[src/rtl/reg_file_mp_if.sv]
// Bus bundle for the multi-port register file: read/write/reserve requests
// in, read data, pending bits and collision flag out.
interface reg_file_mp_if #(
    parameter int DATA_W = 32,
    parameter int ADDR_W = 5
);
    logic [ADDR_W-1:0] R1;
    logic [ADDR_W-1:0] R2;
    logic              WE1;
    logic [ADDR_W-1:0] W1;
    logic [DATA_W-1:0] D1;
    logic              WE2;
    logic [ADDR_W-1:0] W2;
    logic [DATA_W-1:0] D2;
    logic              RSV;
    logic [ADDR_W-1:0] RSV_A;
    logic [DATA_W-1:0] Out1;
    logic [DATA_W-1:0] Out2;
    logic              Pend1;
    logic              Pend2;
    logic              Conflict;

    modport master (
        output R1, R2, WE1, W1, D1, WE2, W2, D2, RSV, RSV_A,
        input  Out1, Out2, Pend1, Pend2, Conflict
    );

    modport slave (
        input  R1, R2, WE1, W1, D1, WE2, W2, D2, RSV, RSV_A,
        output Out1, Out2, Pend1, Pend2, Conflict
    );
endinterface

[src/rtl/reg_file_mp.sv]
// Two-read / two-write register file with port-2 write priority, optional
// zero register and bypass, and per-register pending bits for hazard checks.
module reg_file_mp #(
    parameter int DATA_W   = 32,
    parameter int ADDR_W   = 5,
    parameter int ZERO_REG = 1,
    parameter int BYPASS   = 1
) (
    input  logic         clk,
    input  logic         rst,
    reg_file_mp_if.slave bus
);
    localparam int DEPTH = 1 << ADDR_W;

    logic [DATA_W-1:0] regs_reg [DEPTH];
    logic [DEPTH-1:0]  pend_reg;
    logic              conflict_reg;

    logic              we1_eff;
    logic              we2_eff;
    logic              rsv_eff;
    logic [DEPTH-1:0]  wsel1;
    logic [DEPTH-1:0]  wsel2;
    logic [DEPTH-1:0]  rsel;

    // Address 0 is made unwritable/unreservable here so no later logic needs to care.
    assign we1_eff = bus.WE1 && !(ZERO_REG != 0 && bus.W1 == '0);
    assign we2_eff = bus.WE2 && !(ZERO_REG != 0 && bus.W2 == '0);
    assign rsv_eff = bus.RSV && !(ZERO_REG != 0 && bus.RSV_A == '0);

    generate
        for (genvar gi = 0; gi < DEPTH; gi++) begin : g_sel
            assign wsel1[gi] = we1_eff && (bus.W1 == ADDR_W'(gi));
            assign wsel2[gi] = we2_eff && (bus.W2 == ADDR_W'(gi));
            assign rsel[gi]  = rsv_eff && (bus.RSV_A == ADDR_W'(gi));
        end
    endgenerate

    always_ff @(posedge clk or negedge rst) begin
        if (!rst) begin
            for (int i = 0; i < DEPTH; i++) begin
                regs_reg[i] <= '0;
            end
            pend_reg     <= '0;
            conflict_reg <= 1'b0;
        end else begin
            for (int i = 0; i < DEPTH; i++) begin
                if (wsel2[i]) begin
                    regs_reg[i] <= bus.D2;
                end else if (wsel1[i]) begin
                    regs_reg[i] <= bus.D1;
                end
                // A reserve issued alongside the retiring write is a newer producer.
                if (rsel[i]) begin
                    pend_reg[i] <= 1'b1;
                end else if (wsel1[i] || wsel2[i]) begin
                    pend_reg[i] <= 1'b0;
                end
            end
            conflict_reg <= bus.WE1 && bus.WE2 && (bus.W1 == bus.W2);
        end
    end

    function automatic logic [DATA_W-1:0] read_data(input logic [ADDR_W-1:0] addr);
        logic [DATA_W-1:0] data;
        data = regs_reg[addr];
        if (BYPASS != 0) begin
            if (we2_eff && bus.W2 == addr) begin
                data = bus.D2;
            end else if (we1_eff && bus.W1 == addr) begin
                data = bus.D1;
            end
        end
        if (!rst || (ZERO_REG != 0 && addr == '0)) begin
            data = '0;
        end
        return data;
    endfunction

    assign bus.Out1     = read_data(bus.R1);
    assign bus.Out2     = read_data(bus.R2);
    assign bus.Pend1    = pend_reg[bus.R1];
    assign bus.Pend2    = pend_reg[bus.R2];
    assign bus.Conflict = conflict_reg;
endmodule

[src/flat_wrapper.sv]
// flat-port wrapper written by rule: the top's interface ports become plain ports
module reg_file_mp_flat 
#(
    parameter int DATA_W   = 32,
    parameter int ADDR_W   = 5,
    parameter int ZERO_REG = 1,
    parameter int BYPASS   = 1
)
  (clk, rst, bus_R1, bus_R2, bus_WE1, bus_W1, bus_D1, bus_WE2, bus_W2, bus_D2, bus_RSV, bus_RSV_A, bus_Out1, bus_Out2, bus_Pend1, bus_Pend2, bus_Conflict);
  reg_file_mp_if #(.DATA_W(DATA_W), .ADDR_W(ADDR_W)) bus_i ();
  input  logic clk;
  input  logic rst;
  input wire logic [$bits(bus_i.R1)-1:0] bus_R1;
  input wire logic [$bits(bus_i.R2)-1:0] bus_R2;
  input wire logic [$bits(bus_i.WE1)-1:0] bus_WE1;
  input wire logic [$bits(bus_i.W1)-1:0] bus_W1;
  input wire logic [$bits(bus_i.D1)-1:0] bus_D1;
  input wire logic [$bits(bus_i.WE2)-1:0] bus_WE2;
  input wire logic [$bits(bus_i.W2)-1:0] bus_W2;
  input wire logic [$bits(bus_i.D2)-1:0] bus_D2;
  input wire logic [$bits(bus_i.RSV)-1:0] bus_RSV;
  input wire logic [$bits(bus_i.RSV_A)-1:0] bus_RSV_A;
  output wire logic [$bits(bus_i.Out1)-1:0] bus_Out1;
  output wire logic [$bits(bus_i.Out2)-1:0] bus_Out2;
  output wire logic [$bits(bus_i.Pend1)-1:0] bus_Pend1;
  output wire logic [$bits(bus_i.Pend2)-1:0] bus_Pend2;
  output wire logic [$bits(bus_i.Conflict)-1:0] bus_Conflict;
  assign bus_i.R1 = bus_R1;
  assign bus_i.R2 = bus_R2;
  assign bus_i.WE1 = bus_WE1;
  assign bus_i.W1 = bus_W1;
  assign bus_i.D1 = bus_D1;
  assign bus_i.WE2 = bus_WE2;
  assign bus_i.W2 = bus_W2;
  assign bus_i.D2 = bus_D2;
  assign bus_i.RSV = bus_RSV;
  assign bus_i.RSV_A = bus_RSV_A;
  assign bus_Out1 = bus_i.Out1;
  assign bus_Out2 = bus_i.Out2;
  assign bus_Pend1 = bus_i.Pend1;
  assign bus_Pend2 = bus_i.Pend2;
  assign bus_Conflict = bus_i.Conflict;
  reg_file_mp #(.DATA_W(DATA_W), .ADDR_W(ADDR_W), .ZERO_REG(ZERO_REG), .BYPASS(BYPASS)) u_core (.clk(clk), .rst(rst), .bus(bus_i));
endmodule
[config.mk]
export PLATFORM = sky130hd
export DESIGN_NAME = reg_file_mp_flat
export DESIGN_NICKNAME = d
export VERILOG_FILES = /design/src/rtl/reg_file_mp_if.sv /design/src/rtl/reg_file_mp.sv /design/src/flat_wrapper.sv
export SDC_FILE = /design/constraint.sdc
export NUM_CORES = 2
export LEC_CHECK = 0
export BUFFER_PORTS_ARGS = -buffer_cell sky130_fd_sc_hd__buf_2
export CAP_MARGIN = 20
export CORE_MARGIN = 8
export CORE_UTILIZATION = 38
export CTS_BUF_LIST = sky130_fd_sc_hd__clkbuf_8
export DETAILED_ROUTE_END_ITERATION = 8
export MAX_ROUTING_LAYER = met4
export PLACE_DENSITY_LB_ADDON = 0.12
export SYNTH_ARGS = -nofsm -noshare
export SYNTH_HDL_FRONTEND = slang
export SYNTH_SLANG_ARGS = --single-unit
export TNS_END_PERCENT = 30
[constraint.sdc]
create_clock -name clk -period 2.56 [get_ports clk]
set_clock_uncertainty 0.1 [all_clocks]
set_input_delay 0.128 -clock clk [delete_from_list [all_inputs] [get_ports clk]]
set_output_delay 0.128 -clock clk [all_outputs]
set_load 0.01 [all_outputs]
Yosys cells after proc, flatten, opt, wreduce, memory -nomap -nowiden --
Index checks and enable logic that the tools add are counted.
Word-level totals: flip-flop bits (word level) 1057, bits of input ports 94, output and inout bits 67
Cells by class: $lt $le $gt $ge 4, equal/unequal tests 98, mux-type cells 144, bitwise logic cells 2, reductions and logical operators 212
Operator list (number):
- 2-to-1 mux 32 bit | 74
- binary-select mux 32 bit (select 5 bit) | 2
- equality test 5 bit, second input constant | 48
- nonzero test 2 bit | 64
- equality test 5 x 4 -> 1 bit, second input constant | 24
- logical AND 1 bit | 105
- 2-to-1 mux 1 bit | 66
- equality test 5 x 3 -> 1 bit, second input constant | 12
- logical OR 1 bit | 34
- equality test 5 x 2 -> 1 bit, second input constant | 6
- equality test 5 bit | 5
- zero test 5 bit | 5
- equality test 5 x 1 -> 1 bit, second input constant | 3
- >= comparator 6 bit, second input constant | 2
- less-than comparator 5 x 6 -> 1 bit, second input constant | 2
- inverter 5 -> 6 bit | 2
- binary-select mux 1 bit (select 5 bit) | 2
- zero test 1 bit | 4

Logic depth before layout (Yosys ltp) --
word-level depth 7, mapped depth 10

Least setup slack after synthesis --
OpenSTA, ideal clock, no wires.
kind input to output, start point in bus_R1[1], end point out bus_Pend1, arrival 1.682 ns, required time 2.332 ns, slack 0.650 ns, cell stages on the path 8, buffers on the path 4, path through buf_4 -> buf_6 -> buf_6 -> clkbuf_1 -> mux4_2 -> o32ai_1 -> a21oi_1 -> a21o_1
On the way: cells in the longest elaborated chain, start to end 2
Ends and longest elaborated chain:
- start: declaration | line flat_wrapper.sv:13 | input wire logic [$bits(bus_i.R1)-1:0] bus_R1;
- binary-select mux 1 bit (select 5 bit) | line reg_file_mp.sv:82 | assign bus.Pend1 = pend_reg[bus.R1];
- 2-to-1 mux 1 bit (implied by the code) | line reg_file_mp.sv:82
- end: declaration | line flat_wrapper.sv:25 | output wire logic [$bits(bus_i.Pend1)-1:0] bus_Pend1;
No other way between the ends. The select of a mux whose other input is x is not followed.

Worst setup path after layout --
start point reg u_core.regs_reg[30] in the netlist's numbering, end point out bus_Out2[30]
On the way: cells in the longest elaborated chain, start to end 6
Ends and longest elaborated chain:
- start: declaration | line reg_file_mp.sv:15 | logic [DATA_W-1:0] regs_reg [DEPTH];
- start signal: indexed assignment | line reg_file_mp.sv:49 | regs_reg[i] <= bus.D2;
- start signal: indexed assignment | line reg_file_mp.sv:51 | regs_reg[i] <= bus.D1;
- binary-select mux 32 bit (select 5 bit) | line reg_file_mp.sv:66 | data = regs_reg[addr];
- 2-to-1 mux 32 bit (implied by the code) (2 in a row) | line reg_file_mp.sv:66
- 2-to-1 mux 32 bit | line reg_file_mp.sv:70 | end else if (we1_eff && bus.W1 == addr) begin
- 2-to-1 mux 32 bit | line reg_file_mp.sv:68 | if (we2_eff && bus.W2 == addr) begin
- 2-to-1 mux 32 bit | line reg_file_mp.sv:74 | if (!rst || (ZERO_REG != 0 && addr == '0)) begin
- end: declaration | line flat_wrapper.sv:24 | output wire logic [$bits(bus_i.Out2)-1:0] bus_Out2;
No other way between the ends. The select of a mux whose other input is x is not followed.

==> impl_metrics.py <==
metrics = {
    "status": {
        "outcome": "finished, violations left",
        "violations": "setup timing",
    },
    "clock_tree": {
        "clk_path_buf_depth": 3,
        "cts_buffers": 200,
        "clock_latency_ns": 0.96,
        "cts_max_level": 4,
        "path_clk_slew_ns": 0.06,
        "cts_tree": "yes",
        "root_buffer": "clkbuf_8",
        "clkSinkCount": 1057,
    },
    "synthesis": {
        "post-synth-top-count-cell": "mux2i_1",
        "synth.area.top_cells": "dfrtp_1 (39%), mux2i_1 (26%), a21oi_1 (5.1%)",
        "yosys.area.top_type_share": 0.394,
        "muxShareOfSynthArea": 0.312,
        "synthDistinctLibCells": 56,
        "synth_xor_area_frac": 0.00326,
        "synth_simple_gate_area_frac": 0.0916,
        "synthAdderAreaFrac": 0,
        "synth_top_area_cell": "dfrtp_1",
        "synth_top_family_by_area": "multiplexers",
        "syn_avg_cell_area_sq_um": 9.67,
        "ys_ff_latch": 1057,
        "yosysSeqAreaShare": 0.394,
        "syn-num-nets": 7026,
        "synth_edf_count": 0,
        "ys.flop_type": "dfrtp_1",
        "yosysWarnings": 0,
        "synth_compound_area_frac": 0.140,
        "synth-async-reset-ratio": 1.00,
        "syn_inst": 6932,
        "netlist_area_sq_um": 67100,
        "synthTopCellsByCount": "mux2i_1 (1750), dfrtp_1 (1057), nor2_1 (767), a21oi_1 (677), clkbuf_1 (447)",
    },
    "finish": {
        "drive_gt1_frac": 0.185,
        "fillCellCount": 16700,
        "areaGrowthSynthToFinish_pct": 20.1,
        "largest_reg_flops": 1024,
        "fin_nets": 7252,
    },
    "sta": {
        "slew-limit-headroom": 0.203,
        "period_needed_ns": 3.09,
        "rsz0062_at_grt": "yes",
        "final-hold-violation-count": 0,
        "tns_ns": -20.20,
        "maxSlewViolCount": 0,
        "finalSetupViolCount": 66,
        "fin_crit_sh": 1.21,
        "max_slew.worst_pin.slew_ns": 1.19,
        "fmax_ghz": 0.323,
        "worst_slack_ns": -0.532,
    },
    "global_route": {
        "grt_pass1_wl_mm": 432,
        "grt_pass1_vias": 57900,
        "gr-usage-all-layers": 0.317,
        "grt_max_degree": 130,
        "grt-ovfl-total": 0,
        "antenna_found_initial": 12,
    },
    "critical_path": {
        "slowest_stage": "mux4_2",
        "ff2ff_path_depth": 4,
        "crit_buf_inv": 1,
        "cp-startpoint": "u_core.regs_reg[30]",
        "cp-start-kind": "flip-flop",
        "worst-r2r-setup-slack_ns": 1.05,
        "end_kind": "output pin",
        "cpPeakStageDelay_ns": 0.52,
        "worst_ep_required_time_ns": 2.33,
        "cp_num_cells": 7,
        "timing.rr.start": "u_core.regs_reg[851]",
        "crit_chain": "mux4_2, mux2i_1, o22ai_1, nor2_1, nand4_1, a32o_1, buf_2",
        "critPathMaxFanout": 3,
        "crit_end": "bus_Out2[30]",
        "timing.rr.end": "u_core.regs_reg[851]",
        "path_delay_family": "multiplexers",
        "cp.arrival_ns": 2.86,
        "worstSetupPathType": "flip-flop to output pin",
    },
    "routing": {
        "totalWireLength_mm": 305,
        "drtAntennaViolNets": 0,
        "drt_iter0_markers": 6262,
        "drcViolationCount": 0,
        "drt_first_pass_iters": 6,
        "dr_total_vias": 58800,
        "wire_per_inst_um": 31.5,
        "drt-vias-per-instance": 6.09,
    },
    "pwr": {
        "power_density_nw_per_um2": 706,
        "power_switching_uw": 19500,
        "combPwrFrac": 0.257,
        "p_leak_uw": 0.0365,
        "p_total_uw": 56900,
        "power.internal_uw": 37400,
        "power_frac_seq": 0.436,
        "pwr-share-clk": 0.307,
        "vdd_drop_max_uv": 568,
        "p_sw_frac": 0.343,
    },
    "die": {
        "io_pins": 161,
        "die-area_sq_um": 190000,
        "die_x_um": 436,
        "start_util": 0.382,
        "chipHeight_um": 436,
        "core_sq_um": 176000,
        "fp-row-count": 154,
    },
    "run": {
        "cap_violations": 0,
    },
    "place": {
        "portBuffers": 160,
        "place_congestion": 0.914,
        "dp_hpwl_mm": 197,
    },
    "hold_path": {
        "hp-class": "input port to flip-flop",
    },
}
==> cells in the final DEF, fill, tap and decap left out, types with 15 or more instances in the layout <==
cell,Yosys,layout
nor3_2,0,23
a21oi_1,677,676
xnor2_1,17,17
nand4_1,74,74
a32o_1,74,60
buf_4,49,339
nor2_4,5,29
buf_6,16,15
mux4_2,148,148
dfrtp_1,1057,1056
o21ai_1,231,273
clkinv_2,0,23
buf_2,267,144
dlygate4sd3_1,0,166
o22ai_1,268,262
o21ai_2,0,46
mux2i_1,1750,1749
nand2b_1,73,71
inv_1,24,90
nand2_1,382,360
nor2_1,767,748
nor3_1,68,45
nand2_4,0,21
a221oi_1,124,120
clkbuf_8,0,264
o21ai_0,227,133
buf_12,0,201
==> worst register-to-register path, delay by kind of cell (launching register included) <==
| family | cells | cell delay, ns |
|---|---|---|
| muxes | 1 | 0.12 |
| DFF | 1 | 0.40 |
| buffers and inverters | 2 | 0.70 |
| AOI/OAI and AO/OA | 1 | 0.07 |
==> how the worst min path moves through the flow <==
| stage | startpoint | end | slack, ns | depth (start not counted) |
|---|---|---|---|---|
| after floorplan | rst | u_core.bus.Conflict | -0.27 | 0 |
| after CTS | bus_RSV_A[3] | u_core.pend_reg[24] | 0.003 | 4 |
| final | bus_RSV_A[3] | u_core.pend_reg[24] | 0.09 | 4 |
| after global placement | rst | u_core.regs_reg[674] | 0.11 | 2 |
| after global routing | bus_RSV_A[3] | u_core.pend_reg[25] | 0.08 | 4 |
| after detailed placement | rst | u_core.regs_reg[706] | 0.10 | 2 |
==> power by group through the flow <==
stage / clock (uW) / sequential [uW] / combinational [uW]
finish: 17500 / 24800 / 14600
floorplan: 0 / 23800 / 9780
detailed placement: 0 / 24900 / 13900
global route: 18500 / 25300 / 15900
global placement: 0 / 24700 / 13600
CTS: 17700 / 24600 / 14400
==> cell families (layout without fill, tap and decap cells) <==
group | after synthesis | in the layout
mux | 1904 | 1904
compound gates | 1629 | 1629
simple gates | 1444 | 1444
flops | 1057 | 1057
buf+inv | 873 | 1262
xor+xnor | 25 | 25
other cells | 0 | 7
==> metal layers <==
| metal | vias up | part of all wire | GRT usage |
|---|---|---|---|
| met5 | - | 0 | - |
| met4 | 0 | 0.063 | 0.170 |
| met3 | 759 | 0.071 | 0.0532 |
| met2 | 2753 | 0.46 | 0.490 |
| met1 | 29700 | 0.41 | 0.397 |
| li1 | 25600 | - | - |
==> repair_timing <==
action                                  4_1_cts  5_1_grt
gates resized for setup                     139       85
hold buffers                                170        0
endpoints found under the setup margin       66       80
endpoints found under the hold margin      2081        0
pin swaps                                    46       50
buffers inserted                              4        8
==> final cells by class <==
type | instances | area [sq um] | share of cell area
well taps | 2340 | 2930 | 0.0364
flip-flops and latches | 1057 | 26500 | 0.329
multi-input cells | 5002 | 37700 | 0.468
repair buffers | 871 | 9200 | 0.114
inverters | 26 | 97.6 | 0.00121
clock buffers | 264 | 3630 | 0.0451
diodes | 7 | 17.5 | 0.000218
clock inverters | 101 | 482 | 0.00598
==> through the flow <==
| step | cells | area (sq um) | util | hold slack, ns | worst slack, ns |
|---|---|---|---|---|---|
| 5_1_grt | 9667 | 80500 | 0.458 | 0.0848 | -0.585 |
| 2_1_floorplan | 6932 | 67100 | - | -0.268 | 0.650 |
| 3_5_place_dp | 9120 | 74100 | 0.422 | 0.102 | -0.0479 |
| 6_report | 9668 | 80500 | 0.458 | 0.0927 | -0.532 |
| 4_1_cts | 9654 | 80200 | 0.456 | 0.00263 | -0.595 |
| 3_3_place_gp | 9120 | 74100 | 0.422 | 0.107 | -0.0892 |
(Power assumes the default switching activity.)
